$ cat src/rtl/pe_feeder.sv
// pe_feeder: streams filter words, then row-tagged IFM words, from two
// 1-cycle-latency scratch memories into one PE's write ports.
//
// Handshake (both PE write ports): a word moves on a rising edge where
// w_en_x=1 and ready_x=1. Once w_en_x is raised it stays high, and
// data_in_x stays unchanged, until that edge happens. ready_x may change
// freely and never has a combinational effect on w_en_x or data_in_x.
//
// Each stream is a 2-entry prefetch FIFO with fall-through: a word read
// last cycle is offered straight from the memory data bus when the FIFO is
// empty. If it is not taken, it is captured in the FIFO. This keeps the
// start-to-first-word latency at two cycles and the rate at one word per
// cycle. The first IFM read is issued in the same cycle as the final filter
// handshake, so the IFM stream follows the filter stream with no gap.
module pe_feeder #(
    parameter int DATA_WIDTH = 8,
    parameter int PAR_WRITE  = 1,
    parameter int ADDR_WIDTH = 8,
    parameter int LEN_WIDTH  = 8
) (
    input  logic                              clk,
    input  logic                              rst,
    input  logic                              start,
    input  logic [LEN_WIDTH-1:0]              fil_len,
    input  logic [LEN_WIDTH-1:0]              row_len,
    input  logic [LEN_WIDTH-1:0]              ifm_rows,
    output logic [ADDR_WIDTH-1:0]             fil_addr,
    output logic                              fil_ren,
    input  logic [DATA_WIDTH*PAR_WRITE-1:0]   fil_rdata,
    output logic [ADDR_WIDTH-1:0]             ifm_addr,
    output logic                              ifm_ren,
    input  logic [DATA_WIDTH*PAR_WRITE-1:0]   ifm_rdata,
    output logic                              w_en_fil,
    output logic [DATA_WIDTH*PAR_WRITE-1:0]   data_in_fil,
    input  logic                              ready_fil,
    output logic                              w_en_ifm,
    output logic [DATA_WIDTH*PAR_WRITE+1:0]   data_in_ifm,
    input  logic                              ready_ifm,
    output logic                              busy,
    output logic                              done,
    output logic [1:0]                        dbg_state
);

    localparam int WW = DATA_WIDTH * PAR_WRITE;
    localparam logic [LEN_WIDTH-1:0]  LEN_ONE  = LEN_WIDTH'(1);
    localparam logic [ADDR_WIDTH-1:0] ADDR_ONE = ADDR_WIDTH'(1);

    typedef enum logic [1:0] {
        S_IDLE = 2'd0,
        S_FIL  = 2'd1,
        S_IFM  = 2'd2,
        S_FIN  = 2'd3
    } state_t;

    state_t r_state;
    state_t w_state_nxt;

    // Lengths captured when a transfer is accepted
    logic [LEN_WIDTH-1:0]  r_fil_len;
    logic [LEN_WIDTH-1:0]  r_row_len;
    logic [LEN_WIDTH-1:0]  r_ifm_rows;

    // Filter issue/send bookkeeping
    logic [ADDR_WIDTH-1:0] r_fil_addr;
    logic [LEN_WIDTH-1:0]  r_fil_issued;
    logic [LEN_WIDTH-1:0]  r_fil_sent;

    // IFM issue bookkeeping (row-major walk) and send bookkeeping
    logic [ADDR_WIDTH-1:0] r_ifm_addr;
    logic [LEN_WIDTH-1:0]  r_ifm_col;
    logic [LEN_WIDTH-1:0]  r_ifm_row;
    logic [LEN_WIDTH-1:0]  r_ifm_sent_row;
    logic [1:0]            r_ifm_flags;   // {sor, eor} of the read in flight

    logic                  w_accept;
    logic                  w_fil_issue;
    logic                  w_fil_room;
    logic                  w_fil_valid;
    logic                  w_fil_fire;
    logic [WW-1:0]         w_fil_data;
    logic                  w_fil_last;
    logic                  w_ifm_nonempty;
    logic                  w_ifm_phase;
    logic                  w_ifm_issue;
    logic                  w_ifm_room;
    logic                  w_ifm_valid;
    logic                  w_ifm_fire;
    logic [WW+1:0]         w_ifm_data;
    logic [WW+1:0]         w_ifm_rd;
    logic                  w_ifm_last;
    logic                  w_sor;
    logic                  w_col_last;

    assign w_accept       = (r_state == S_IDLE) && start;
    assign w_ifm_nonempty = (r_row_len != '0) && (r_ifm_rows != '0);

    assign w_fil_issue = (r_state == S_FIL) && (r_fil_issued != r_fil_len) && w_fil_room;
    assign w_fil_last  = (r_state == S_FIL) && w_fil_fire && (r_fil_sent == r_fil_len - LEN_ONE);

    // IFM reads may start on the final filter handshake, never earlier
    assign w_ifm_phase = (r_state == S_IFM) || (w_fil_last && w_ifm_nonempty);
    assign w_ifm_issue = w_ifm_phase && (r_ifm_row != r_ifm_rows) && w_ifm_room;

    assign w_sor      = (r_ifm_col == '0);
    assign w_col_last = (r_ifm_col == r_row_len - LEN_ONE);
    assign w_ifm_rd   = {r_ifm_flags, ifm_rdata};

    // Last IFM word = end-of-row word of the final row
    assign w_ifm_last = (r_state == S_IFM) && w_ifm_fire && w_ifm_data[WW] &&
                        (r_ifm_sent_row == r_ifm_rows - LEN_ONE);

    pe_feeder_stream #(.W(WW)) u_fil_stream (
        .clk     (clk),
        .rst     (rst),
        .i_issue (w_fil_issue),
        .i_rdata (fil_rdata),
        .i_ready (ready_fil),
        .o_valid (w_fil_valid),
        .o_data  (w_fil_data),
        .o_room  (w_fil_room),
        .o_fire  (w_fil_fire)
    );

    pe_feeder_stream #(.W(WW + 2)) u_ifm_stream (
        .clk     (clk),
        .rst     (rst),
        .i_issue (w_ifm_issue),
        .i_rdata (w_ifm_rd),
        .i_ready (ready_ifm),
        .o_valid (w_ifm_valid),
        .o_data  (w_ifm_data),
        .o_room  (w_ifm_room),
        .o_fire  (w_ifm_fire)
    );

    // State register
    always_ff @(posedge clk or posedge rst) begin
        if (rst) begin
            r_state <= S_IDLE;
        end else begin
            r_state <= w_state_nxt;
        end
    end

    // Next-state: filter phase, then IFM phase, then a one-cycle finish
    always_comb begin
        w_state_nxt = r_state;
        case (r_state)
            S_IDLE: begin
                if (start) begin
                    if (fil_len != '0) begin
                        w_state_nxt = S_FIL;
                    end else if ((row_len != '0) && (ifm_rows != '0)) begin
                        w_state_nxt = S_IFM;
                    end else begin
                        w_state_nxt = S_FIN;
                    end
                end
            end
            S_FIL: begin
                if (w_fil_last) begin
                    w_state_nxt = w_ifm_nonempty ? S_IFM : S_FIN;
                end
            end
            S_IFM: begin
                if (w_ifm_last) begin
                    w_state_nxt = S_FIN;
                end
            end
            S_FIN: begin
                w_state_nxt = S_IDLE;
            end
            default: begin
                w_state_nxt = S_IDLE;
            end
        endcase
    end

    // Length capture and address/row/column counters
    always_ff @(posedge clk or posedge rst) begin
        if (rst) begin
            r_fil_len      <= '0;
            r_row_len      <= '0;
            r_ifm_rows     <= '0;
            r_fil_addr     <= '0;
            r_fil_issued   <= '0;
            r_fil_sent     <= '0;
            r_ifm_addr     <= '0;
            r_ifm_col      <= '0;
            r_ifm_row      <= '0;
            r_ifm_sent_row <= '0;
            r_ifm_flags    <= '0;
        end else if (w_accept) begin
            r_fil_len      <= fil_len;
            r_row_len      <= row_len;
            r_ifm_rows     <= ifm_rows;
            r_fil_addr     <= '0;
            r_fil_issued   <= '0;
            r_fil_sent     <= '0;
            r_ifm_addr     <= '0;
            r_ifm_col      <= '0;
            r_ifm_row      <= '0;
            r_ifm_sent_row <= '0;
            r_ifm_flags    <= '0;
        end else begin
            if (w_fil_issue) begin
                r_fil_addr   <= r_fil_addr + ADDR_ONE;
                r_fil_issued <= r_fil_issued + LEN_ONE;
            end
            if (w_fil_fire && (r_state == S_FIL)) begin
                r_fil_sent <= r_fil_sent + LEN_ONE;
            end
            if (w_ifm_issue) begin
                r_ifm_addr  <= r_ifm_addr + ADDR_ONE;
                r_ifm_flags <= {w_sor, w_col_last};
                if (w_col_last) begin
                    r_ifm_col <= '0;
                    r_ifm_row <= r_ifm_row + LEN_ONE;
                end else begin
                    r_ifm_col <= r_ifm_col + LEN_ONE;
                end
            end
            if (w_ifm_fire && w_ifm_data[WW]) begin
                r_ifm_sent_row <= r_ifm_sent_row + LEN_ONE;
            end
        end
    end

    assign fil_addr    = r_fil_addr;
    assign fil_ren     = w_fil_issue;
    assign ifm_addr    = r_ifm_addr;
    assign ifm_ren     = w_ifm_issue;
    assign w_en_fil    = w_fil_valid;
    assign data_in_fil = w_fil_data;
    assign w_en_ifm    = w_ifm_valid;
    assign data_in_ifm = w_ifm_data;
    assign busy        = (r_state == S_FIL) || (r_state == S_IFM);
    assign done        = (r_state == S_FIN);
    assign dbg_state   = r_state;

endmodule

// One prefetch stream: tracks the read in flight, holds up to two words,
// and presents the oldest word (or the in-flight word when empty).
// Occupancy plus in-flight reads never exceeds two.
module pe_feeder_stream #(
    parameter int W = 8
) (
    input  logic         clk,
    input  logic         rst,
    input  logic         i_issue,
    input  logic [W-1:0] i_rdata,
    input  logic         i_ready,
    output logic         o_valid,
    output logic [W-1:0] o_data,
    output logic         o_room,
    output logic         o_fire
);

    logic         r_inflight;
    logic [W-1:0] r_mem [2];
    logic         r_wr_ptr;
    logic         r_rd_ptr;
    logic [1:0]   r_count;

    logic         w_head_valid;
    logic         w_push;
    logic         w_pop;

    assign w_head_valid = (r_count != 2'd0);
    assign o_valid      = w_head_valid || r_inflight;
    assign o_fire       = o_valid && i_ready;
    assign w_pop        = o_fire && w_head_valid;
    // The in-flight word is stored unless it was taken straight off the bus
    assign w_push       = r_inflight && !(o_fire && !w_head_valid);
    assign o_room       = ({1'b0, r_count} + {2'b00, r_inflight}) < 3'd2;

    // Output word: FIFO head first, else the word arriving from memory
    always_comb begin
        o_data = '0;
        if (w_head_valid) begin
            o_data = r_mem[r_rd_ptr];
        end else if (r_inflight) begin
            o_data = i_rdata;
        end
    end

    // In-flight flag, pointers and occupancy
    always_ff @(posedge clk or posedge rst) begin
        if (rst) begin
            r_inflight <= 1'b0;
            r_wr_ptr   <= 1'b0;
            r_rd_ptr   <= 1'b0;
            r_count    <= 2'd0;
        end else begin
            r_inflight <= i_issue;
            if (w_push) begin
                r_wr_ptr <= ~r_wr_ptr;
            end
            if (w_pop) begin
                r_rd_ptr <= ~r_rd_ptr;
            end
            r_count <= r_count + {1'b0, w_push} - {1'b0, w_pop};
        end
    end

    // Storage; contents are only meaningful where the count says so
    always_ff @(posedge clk) begin
        if (w_push) begin
            r_mem[r_wr_ptr] <= i_rdata;
        end
    end

endmodule

$ cat config.mk
export PLATFORM = sky130hd
export DESIGN_NAME = pe_feeder
export DESIGN_NICKNAME = d
export VERILOG_FILES = /design/src/rtl/pe_feeder.sv
export SDC_FILE = /design/constraint.sdc
export NUM_CORES = 1
export LEC_CHECK = 0
export CAP_MARGIN = 20
export CORE_MARGIN = 2
export CORE_UTILIZATION = 40
export DETAILED_ROUTE_END_ITERATION = 16
export HOLD_SLACK_MARGIN = 0.02
export PLACE_DENSITY = 0.59
export SYNTH_ARGS = -nofsm -noshare
export SYNTH_HDL_FRONTEND = slang
export SYNTH_HIERARCHICAL = 1
export SYNTH_SLANG_ARGS = --single-unit
$ cat constraint.sdc
create_clock -name clk -period 9.1 [get_ports clk]
set_input_delay 2.73 -clock clk [delete_from_list [all_inputs] [get_ports clk]]
set_output_delay 2.73 -clock clk [all_outputs]
set_load 0.01 [all_outputs]
==> impl_metrics.csv, run 1 <==
group,metric,value,unit
outcome,status,"finished clean",
sta,worst_pin_slew,1.01,ns
detailed_routing,firstDrtPassIters,4,
clock_tree,root_buffer,"clkbuf_16",
cells_and_area,stdcell_area,8750,um^2
logic_synthesis,postSynthAreaPerCell,10.0,um^2
setup_path,critical_path_required,6.37,ns
logic_synthesis,syn_inst,710,
logic_synthesis,synth_enable_flop_cells,36,
place,dp_hpwl,11100,um
cells_and_area,nFillCells,1571,
setup_path,cp-start-kind,"primary input",
setup_path,crit_fanout,21,
sta,maxSlewViolCount,0,
logic_synthesis,synthMuxAreaShare,4.94,%
detailed_routing,vias,5422,
logic_synthesis,yosysWarningCount,6,
place,io_buffers,86,
clock_tree,cts.path.max_buffers,2,
sta,finalCritPeriodShare,90.1,%
power,leakagePower,3.62,nW
logic_synthesis,synthArstFlopShare,72.3,%
power,ir_worst_vdd,0.187,mV
clock_tree,cts_max_level,4,
flow_run,maxCapViolCount,0,
logic_synthesis,synth_fa_ha_area_share,3.69,%
logic_synthesis,ys.flop_type,"dfrtp_1",
logic_synthesis,syn_nets,776,
floorplanning,die_h,137,um
setup_path,cp.arrival,5.47,ns
detailed_routing,dr.first_iter.drc_count,374,
cells_and_area,final_cell_mix,"100 x nand2_1, 94 x dfrtp_1, 86 x clkdlybuf4s50_1, 43 x nor2_1, 38 x xnor2_1",
detailed_routing,wl,16000,um
detailed_routing,drc,0,
logic_synthesis,netlist-cell-type-count,66,
floorplanning,ioPinCount,87,
setup_path,endpoint_kind,"output pin",
detailed_routing,routedWlPerCell,15.7,um
place,dpl.cell_count,987,
clock_tree,post_cts_resized,0,
worst_hold_path,hold_class,"reg -> reg",
grt,grt_pass1_vias,5373,
logic_synthesis,yosys_register_bits,130,
floorplanning,die_area,18900,um^2
detailed_routing,final_antenna_net_count,0,
sta,setup_viol,0,
cells_and_area,finalNetCount,849,
sta,fin_skew,0.00743,ns
logic_synthesis,synth_xor_area_share,9.10,%
sta,rsz0062_at_grt,"false",
cells_and_area,fin_cells,1021,
power,p_per_area,311,nW/um^2
logic_synthesis,synth_simple_gate_area_share,19.1,%
place,dpl_cell_area,8100,um^2
sta,finalSetupTns,0,ns
floorplanning,dieWidth,137,um
floorplanning,initial_core_util,41.0,%
sta,slew_headroom,32.2,%
clock_tree,post-cts-setup-buffers,0,
grt,grt_pass1_wl,26400,um
sta,max_freq,0.122,GHz
sta,final-hold-violation-count,0,
cells_and_area,register_area,3430,um^2
cells_and_area,layout_commonest_cell,"nand2_1",
logic_synthesis,synthesis.area,7120,um^2
grt,groute.usage.overall,17.9,%
cells_and_area,final_util,50.4,%
clock_tree,clock_latency,0.42,ns
logic_synthesis,synth_top_family_by_area,"simple AND/OR/NAND/NOR gates",
floorplanning,rows,48,
cells_and_area,multi_input_area,3400,um^2
logic_synthesis,synth-compound-area-share,10.9,%
clock_tree,clock-sinks,130,
grt,grt_max_degree,85,
logic_synthesis,ys_seq_area_share,48.2,%
floorplanning,coreArea,17400,um^2
sta,fin_crit,8.20,ns
clock_tree,cts-buffers-inserted,17,
detailed_routing,vias_per_cell,5.31,
clock_tree,cts_tree,"done",
cells_and_area,drive_above_1_share,7.16,%
setup_path,critPathKind,"in -> out",
grt,grt_overflow,0,
grt,antenna_found_initial,0,
cells_and_area,areaGrowthSynthToFinish,22.9,%
cells_and_area,diodes,0,
clock_tree,ctsHoldBuffers,0,
place,gp_congestion,0.844,
clock_tree,path_clk_slew,0.06,ns
-- final cells by class --
cell class | instances | area share (%)
flip-flops and latches | 130 | 39.2
clock buffers | 18 | 4.90
clock inverters | 14 | 2.04
inverters | 27 | 1.17
repair buffers | 91 | 10.6
well taps | 225 | 3.22
multi-input cells | 516 | 38.9
-- per-stage QoR --
stage	setup WS, ns	hold WS [ns]	total power, mW
final	0.902	0.493	2.72
after global routing	0.687	0.517	2.91
after CTS	0.865	0.500	2.75
after detailed placement	0.867	0.486	2.03
after global placement	0.963	0.479	1.99
after floorplan	2.14	0.464	1.68
-- power by group --
part           switching [mW]  internal (mW)  total (mW)
registers               0.224          0.741       0.966
clock network           0.266          0.434       0.700
logic                   0.523          0.531        1.05
-- kinds of logic (layout without fill, tap and decap cells) --
group	count (synthesis)	in the layout
AND/OR/NAND/NOR	268	268
AO/OA/AOI/OAI	118	118
flip-flops	130	130
multiplexers	35	35
XOR/XNOR	74	74
adder cells (fa/ha/maj)	21	21
buffers and inverters	64	150
-- state kept, by name (all words and copies together), names as in the netlist, 8 cells and up --
signal and cells:
r_fil_issued 8, r_fil_len 8, r_row_len 8, r_fil_sent 8, r_ifm_sent_row 8, fil_addr 8, r_ifm_col 8, r_ifm_row 8
r_ifm_rows 8, u_fil_stream/r_mem 16, ifm_addr 8, u_ifm_stream/r_mem 20
-- per-layer routing --
metal / wire length [um] / global-route usage, %
met5: 0 / 0
met4: 269 / 6.47
met1: 7120 / 22.9
met2: 7770 / 29.4
met3: 819 / 4.56
-- critical path, stage by stage --
cell             delay, ns
clkdlybuf4s50_1       0.52
and2_4                0.16
nand2_1               0.07
nor3_1                0.19
o211ai_1              0.19
a2111oi_4             0.57
nor2_2                0.32
inv_1                 0.16
clkdlybuf4s50_1       0.55
-- Yosys cell counts (3+ instances only) --
library cell	n	area share, %
nor2b_1	6	0.53
nand4_1	13	1.1
buf_2	7	0.49
o22ai_1	4	0.35
ha_1	21	3.7
or3_4	3	0.47
a21oi_1	36	2.5
and2_1	4	0.35
nand2_1	100	5.3
or4_1	4	0.42
xnor2_1	38	4.7
xor2_1	36	4.4
nor3_1	12	0.84
o31ai_1	3	0.32
nand3_1	23	1.6
inv_1	27	1.4
o21ai_0	31	2.2
a31oi_1	3	0.26
a211oi_1	12	1.3
a211o_1	3	0.37
o211ai_1	6	0.63
dfrtp_1	94	33
or3_1	12	1.1
nor4_1	10	0.88
mux2i_1	34	4.8
nor2_1	43	2.3
and3_1	10	0.88
clkbuf_1	22	1.2
buf_6	5	0.79
nand2b_1	7	0.61
edfxtp_1	36	15
-- final timing paths --
kind                                      from                  endpoint  slack, ns  cells after the start
worst min register to register  r_ifm_flags[1]  u_ifm_stream/r_mem[1][9]       0.49                      0
worst max-delay path                 ready_fil                   ifm_ren       0.90                      9
worst max register to register    r_row_len[0]              r_ifm_row[7]       5.71                      9
max in group asynchronous                  rst           r_fil_issued[2]       5.76                      4
worst min-delay path            r_ifm_flags[1]  u_ifm_stream/r_mem[1][9]       0.49                      0
min in group asynchronous                  rst   u_ifm_stream/r_inflight       2.63                      2
No activity file was read; power rests on OpenSTA's default activity.
==> run 2, diff against run 1 <==
--- a/config.mk
+++ b/config.mk
@@ -5,12 +5,12 @@
 export SDC_FILE = /design/constraint.sdc
 export NUM_CORES = 1
 export LEC_CHECK = 0
-export CAP_MARGIN = 20
+export CAP_MARGIN = 30
 export CORE_MARGIN = 2
 export CORE_UTILIZATION = 40
 export DETAILED_ROUTE_END_ITERATION = 16
 export HOLD_SLACK_MARGIN = 0.02
-export PLACE_DENSITY = 0.59
+export PLACE_DENSITY_LB_ADDON = 0.1
 export SYNTH_ARGS = -nofsm -noshare
 export SYNTH_HDL_FRONTEND = slang
 export SYNTH_HIERARCHICAL = 1
==> impl_metrics.csv, run 2 (same netlist as run 1, synthesis figures left out) <==
group,metric,value,unit
setup_path,critPathKind,"in -> out",
cells_and_area,areaGrowthSynthToFinish,22.7,%
place,gp_congestion,0.832,
grt,grt_pass1_wl,26900,um
worst_hold_path,hold_depth,0,
place,preCtsSetupSlack,0.916,ns
cells_and_area,final_cell_mix,"100 x nand2_1, 94 x dfrtp_1, 86 x clkdlybuf4s50_1, 43 x nor2_1, 38 x xnor2_1",
floorplanning,rows,48,
sta,finalSetupTns,0,ns
cells_and_area,top_register,"u_ifm_stream/r_mem",
setup_path,crit_fanout,21,
detailed_routing,routedWlPerCell,15.8,um
clock_tree,cts.path.max_buffers,2,
setup_path,critical_path_required,6.37,ns
sta,fin_skew,0.00713,ns
sta,holdWs,0.495,ns
clock_tree,cts_max_level,4,
detailed_routing,dr.first_iter.drc_count,291,
setup_path,endpoint_kind,"output pin",
sta,finalCritPeriodShare,89.6,%
setup_path,rr_worst_depth,9,
sta,rsz0062_at_grt,"false",
detailed_routing,firstDrtPassIters,4,
setup_path,r2r-end,"r_ifm_row[6]",
cells_and_area,drive_above_1_share,7.53,%
detailed_routing,vias,5370,
detailed_routing,drc,0,
worst_hold_path,whs_endpoint,"u_ifm_stream/r_mem[1][8]",
floorplanning,coreArea,17400,um^2
sta,setup_viol,0,
power,power,2.69,mW
setup_path,cp.arrival,5.42,ns
grt,grt_overflow,0,
clock_tree,post_cts_resized,0,
sta,slew_headroom,33.8,%
flow_run,maxCapViolCount,0,
cells_and_area,largest_register_ffs,20,
floorplanning,die_h,137,um
place,io_buffers,86,
detailed_routing,vias_per_cell,5.25,
cells_and_area,register_area,3430,um^2
setup_path,rrSetupSlack,5.66,ns
cells_and_area,diodes,0,
clock_tree,clock_latency,0.42,ns
place,dpl.cell_count,990,
grt,antenna_found_initial,0,
place,dp_hpwl,11300,um
clock_tree,root_buffer,"clkbuf_16",
power,ir_worst_vdd,0.154,mV
floorplanning,initial_core_util,41.0,%
worst_hold_path,min-delay-start,"r_ifm_flags[0]",
grt,grt_max_degree,48,
sta,worst_pin_slew,0.987,ns
outcome,status,"finished clean",
cells_and_area,finalNetCount,850,
sta,fin_crit,8.15,ns
floorplanning,dieWidth,137,um
sta,maxSlewViolCount,0,
floorplanning,ioPinCount,87,
sta,max_freq,0.123,GHz
worst_hold_path,hold_class,"reg -> reg",
sta,final-hold-violation-count,0,
clock_tree,post-cts-setup-buffers,0,
clock_tree,clock-sinks,130,
sta,fin_ws,0.945,ns
grt,grt_pass1_vias,5335,
detailed_routing,wl,16100,um
power,p_per_area,308,nW/um^2
clock_tree,path_clk_slew,0.06,ns
clock_tree,cts_tree,"done",
cells_and_area,multi_input_area,3400,um^2
cells_and_area,nFillCells,1572,
cells_and_area,largestRegisters,"u_ifm_stream/r_mem: 20 flops, u_fil_stream/r_mem: 16 flops",
grt,groute.usage.overall,18.4,%
clock_tree,ctsHoldBuffers,0,
cells_and_area,fin_cells,1022,
power,leakagePower,3.61,nW
detailed_routing,final_antenna_net_count,0,
cells_and_area,layout_commonest_cell,"nand2_1",
clock_tree,cts-buffers-inserted,17,
setup_path,timing.rr.start,"r_row_len[0]",
floorplanning,die_area,18900,um^2
setup_path,cp-start-kind,"primary input",
==> run 2: how the worst max path moves through the flow <==
stage	cells past startpoint	end	startpoint
after floorplan	9	ifm_ren	ready_fil
after detailed placement	10	ifm_ren	ready_fil
after global placement	10	ifm_ren	ready_fil
after global routing	10	ifm_ren	ready_fil
after CTS	10	ifm_ren	ready_fil
final	10	ifm_ren	ready_fil
==> run 2: layout make-up <==
class                   count  share of cell area [%]
well taps                 225                    3.22
inverters                  27                    1.17
flip-flops and latches    130                    39.3
clock inverters            14                    1.63
repair buffers             92                    10.7
clock buffers              18                    5.03
multi-input cells         516                    38.9
==> run 2: worst max-delay path, cell delays in order <==
cell and delay, ns:
clkdlybuf4s50_1 0.51, and2_4 0.16, nand2_1 0.06, nor3_1 0.20, o211ai_1 0.21, a2111oi_4 0.58, nor2_2 0.07, buf_4 0.23
inv_1 0.11, clkdlybuf4s50_1 0.54
==> run 2: through the flow <==
stage                     area [um^2]  utilization (%)
after detailed placement         8160             47.0
after floorplan                  7120                -
after global routing             8740             50.3
final                            8740             50.3
after CTS                        8740             50.3
after global placement           8110             46.7
==> run 2: metal layers <==
metal | vias up | global-route usage, % | part of all wire, %
li1 | 2655 | - | -
met1 | 2623 | 24.3 | 47
met2 | 82 | 30.0 | 48
met3 | 10 | 3.94 | 3.3
met4 | 0 | 6.01 | 1.0
met5 | - | 0 | 0
==> run 2: report_power, final <==
| part | leakage (nW) | total (mW) | switching (mW) | internal, mW |
|---|---|---|---|---|
| Sequential | 1.57 | 0.968 | 0.227 | 0.741 |
| Combinational | 1.77 | 1.05 | 0.517 | 0.535 |
| Clock | 0.270 | 0.673 | 0.282 | 0.391 |
| Total | 3.61 | 2.69 | 1.03 | 1.67 |
==> run 3, diff against run 2 <==
--- a/config.mk
+++ b/config.mk
@@ -5,11 +5,12 @@
 export SDC_FILE = /design/constraint.sdc
 export NUM_CORES = 1
 export LEC_CHECK = 0
+export ABC_AREA = 1
 export CAP_MARGIN = 30
 export CORE_MARGIN = 2
 export CORE_UTILIZATION = 40
 export DETAILED_ROUTE_END_ITERATION = 16
-export HOLD_SLACK_MARGIN = 0.02
+export HOLD_SLACK_MARGIN = 0.05
 export PLACE_DENSITY_LB_ADDON = 0.1
 export SYNTH_ARGS = -nofsm -noshare
 export SYNTH_HDL_FRONTEND = slang
==> impl_metrics.csv, run 3 <==
group,metric,value,unit
grt,grt_pass1_vias,5710,
logic_synthesis,synth_most_common_cell,"nand2_1",
logic_synthesis,synth_area_leader_cell,"dfrtp_1",
setup_path,cp_slowest_cell,"clkdlybuf4s50_1",
grt,grt_max_degree,53,
setup_path,r2r-end,"r_ifm_row[5]",
logic_synthesis,synth_enable_flop_cells,36,
setup_path,rrSetupSlack,6.26,ns
setup_path,cp-start-kind,"primary input",
logic_synthesis,yosys-top-cells-count,"248 x nand2_1, 121 x inv_1, 94 x dfrtp_1, 88 x nor2_1, 75 x nand3_1",
floorplanning,rows,50,
clock_tree,path_clk_slew,0.06,ns
logic_synthesis,syn_inst,941,
floorplanning,initial_core_util,40.5,%
detailed_routing,wl,17000,um
cells_and_area,final_util,49.5,%
clock_tree,ctsHoldBuffers,0,
sta,setup_viol,0,
place,gp_congestion,0.762,
power,power,2.89,mW
cells_and_area,diodes,0,
worst_hold_path,whs_endpoint,"u_fil_stream/r_wr_ptr",
floorplanning,dieWidth,141,um
detailed_routing,vias_per_cell,4.77,
logic_synthesis,netlist_top_cells_area,"dfrtp_1 31%, edfxtp_1 14%, nand2_1 12%",
cells_and_area,multi_input_area,3470,um^2
flow_run,maxCapViolCount,0,
floorplanning,coreArea,18600,um^2
clock_tree,cts_tree,"done",
cells_and_area,finalNetCount,1092,
clock_tree,cts_max_level,4,
setup_path,crit_fanout,12,
cells_and_area,nFillCells,1804,
cells_and_area,largestRegisters,"u_ifm_stream/r_mem: 20 flops, u_fil_stream/r_mem: 16 flops",
clock_tree,clock_latency,0.42,ns
detailed_routing,vias,6074,
grt,antenna_found_initial,0,
cells_and_area,largest_register_ffs,20,
clock_tree,clock-sinks,130,
sta,worst_pin_slew,0.903,ns
setup_path,crit_path_max_incr_delay,0.58,ns
clock_tree,post_cts_resized,0,
detailed_routing,wl_met1,8740,um
sta,max_freq,0.124,GHz
power,ir_worst_vdd,0.142,mV
sta,slew_headroom,39.6,%
place,preCtsSetupSlack,0.997,ns
floorplanning,die_h,141,um
setup_path,critical_path_required,6.37,ns
logic_synthesis,postSynthAreaPerCell,8.02,um^2
sta,holdWs,0.479,ns
logic_synthesis,syn_nets,1007,
sta,fin_skew,0.0111,ns
sta,final-hold-violation-count,0,
setup_path,critPathKind,"in -> out",
sta,finalSetupTns,0,ns
setup_path,rr_worst_depth,14,
logic_synthesis,ys_seq_area_share,45.5,%
place,io_buffers,86,
logic_synthesis,yosys_register_bits,130,
logic_synthesis,yosysTopAreaCellShare,31.2,%
logic_synthesis,yosysWarningCount,6,
cells_and_area,areaGrowthSynthToFinish,22.2,%
power,leakagePower,4.30,nW
logic_synthesis,synthesis.area,7550,um^2
detailed_routing,routed.top_layer,"met4",
setup_path,endpoint_kind,"output pin",
grt,groute.usage.overall,18.0,%
clock_tree,cts-buffers-inserted,17,
outcome,status,"finished clean",
cells_and_area,drive_above_1_share,8.57,%
cells_and_area,top_register,"u_ifm_stream/r_mem",
sta,maxSlewViolCount,0,
clock_tree,cts.path.max_buffers,2,
detailed_routing,dr.first_iter.drc_count,297,
logic_synthesis,synthArstFlopShare,72.3,%
detailed_routing,met3WireLength,544,um
floorplanning,die_area,20000,um^2
logic_synthesis,netlist-cell-type-count,40,
power,p_per_area,313,nW/um^2
floorplanning,ioPinCount,87,
logic_synthesis,ys.flop_type,"dfrtp_1",
clock_tree,post-cts-setup-buffers,0,
detailed_routing,drc,0,
sta,rsz0062_at_grt,"false",
worst_hold_path,hold_class,"reg -> reg",
sta,fin_ws,1.04,ns
detailed_routing,firstDrtPassIters,5,
cells_and_area,final_cell_mix,"247 x nand2_1, 120 x inv_1, 94 x dfrtp_1, 88 x nor2_1, 86 x clkdlybuf4s50_1",
place,dp_hpwl,12100,um
worst_hold_path,hold_depth,2,
sta,fin_crit,8.06,ns
sta,finalCritPeriodShare,88.6,%
setup_path,timing.rr.start,"u_fil_stream/r_inflight",
setup_path,path_cells,"clkdlybuf4s50_1, inv_1, a21oi_2, nand2_2, nand3b_4, nor2_2, nand3_1, nor2_1, nand3_1, nand2_1, nand2_2, inv_1, clkdlybuf4s50_1",
cells_and_area,layout_commonest_cell,"nand2_1",
grt,grt_overflow,0,
clock_tree,root_buffer,"clkbuf_16",
setup_path,cp.arrival,5.33,ns
detailed_routing,wl_met2,7580,um
worst_hold_path,min-delay-start,"u_fil_stream/r_wr_ptr",
cells_and_area,register_area,3430,um^2
grt,grt_pass1_wl,28700,um
detailed_routing,final_antenna_net_count,0,
detailed_routing,routedWlPerCell,13.4,um
-- run 3: cell count changes in the layout (fill, tap and decap cells not counted), sizes merged, moves of 11 or more --
cell	previous run	this run
a21oi	36	20
nor2	45	98
mux2i	34	0
or3	15	0
nand2	100	258
inv	33	128
xnor2	38	13
nand3	23	77
a211oi	12	1
o21ai	32	76
-- run 3: metal layers --
metal	vias to the layer above	track usage (%)
met3	11	3.58
met2	100	28.2
li1	3195	-
met5	-	0
met4	0	4.84
met1	2768	25.6
-- run 3: cell families (layout without fill, tap and decap cells) --
family                     Yosys count  after routing  synth area share, %
xor gates and xnor gates            51             51                 6.10
AOI/OAI and AO/OA                  104            104                 8.29
and+or+nand+nor                    483            483                 28.0
buffers and inverters              152            250                 8.63
DFF                                130            130                 45.5
adders and majority gates           21             21                 3.48
-- run 3: cell type report --
class	instances	share of cell area (%)
Timing Repair Buffer	89	9.57
Inverter	129	5.26
Tap cell	234	3.17
Sequential cell	130	37.2
Multi-Input combinational cell	659	37.6
Clock buffer	18	4.65
Clock inverter	14	2.56
-- run 3: worst max-delay path: cells and delay by family --
family / cells / cell delay, ns
buf+inv: 4 / 1.40
simple gates: 8 / 1.01
compound gates: 1 / 0.18
-- run 3: how the worst max path moves through the flow --
| stage | from | endpoint | slack (ns) | cells past startpoint |
|---|---|---|---|---|
| 6_report | ready_fil | ifm_ren | 1.04 | 13 |
| 3_5_place_dp | ready_fil | ifm_ren | 1.0 | 13 |
| 4_1_cts | ready_fil | ifm_ren | 0.98 | 13 |
| 2_1_floorplan | ready_fil | ifm_ren | 2.57 | 11 |
| 5_1_grt | ready_fil | ifm_ren | 0.78 | 13 |
| 3_3_place_gp | ready_fil | ifm_ren | 1.07 | 13 |
-- run 3: power breakdown --
| part | leakage, nW | switching, mW | total [mW] | internal, mW |
|---|---|---|---|---|
| clock network | 0.320 | 0.259 | 0.773 | 0.514 |
| logic | 2.41 | 0.707 | 1.20 | 0.490 |
| registers | 1.57 | 0.165 | 0.915 | 0.750 |
-- run 3: metrics by stage --
step                cells  instance area [um^2]
floorplan             941                  7550
global placement     1241                  8560
detailed placement   1241                  8560
CTS                  1273                  9230
global route         1273                  9230
finish               1273                  9230
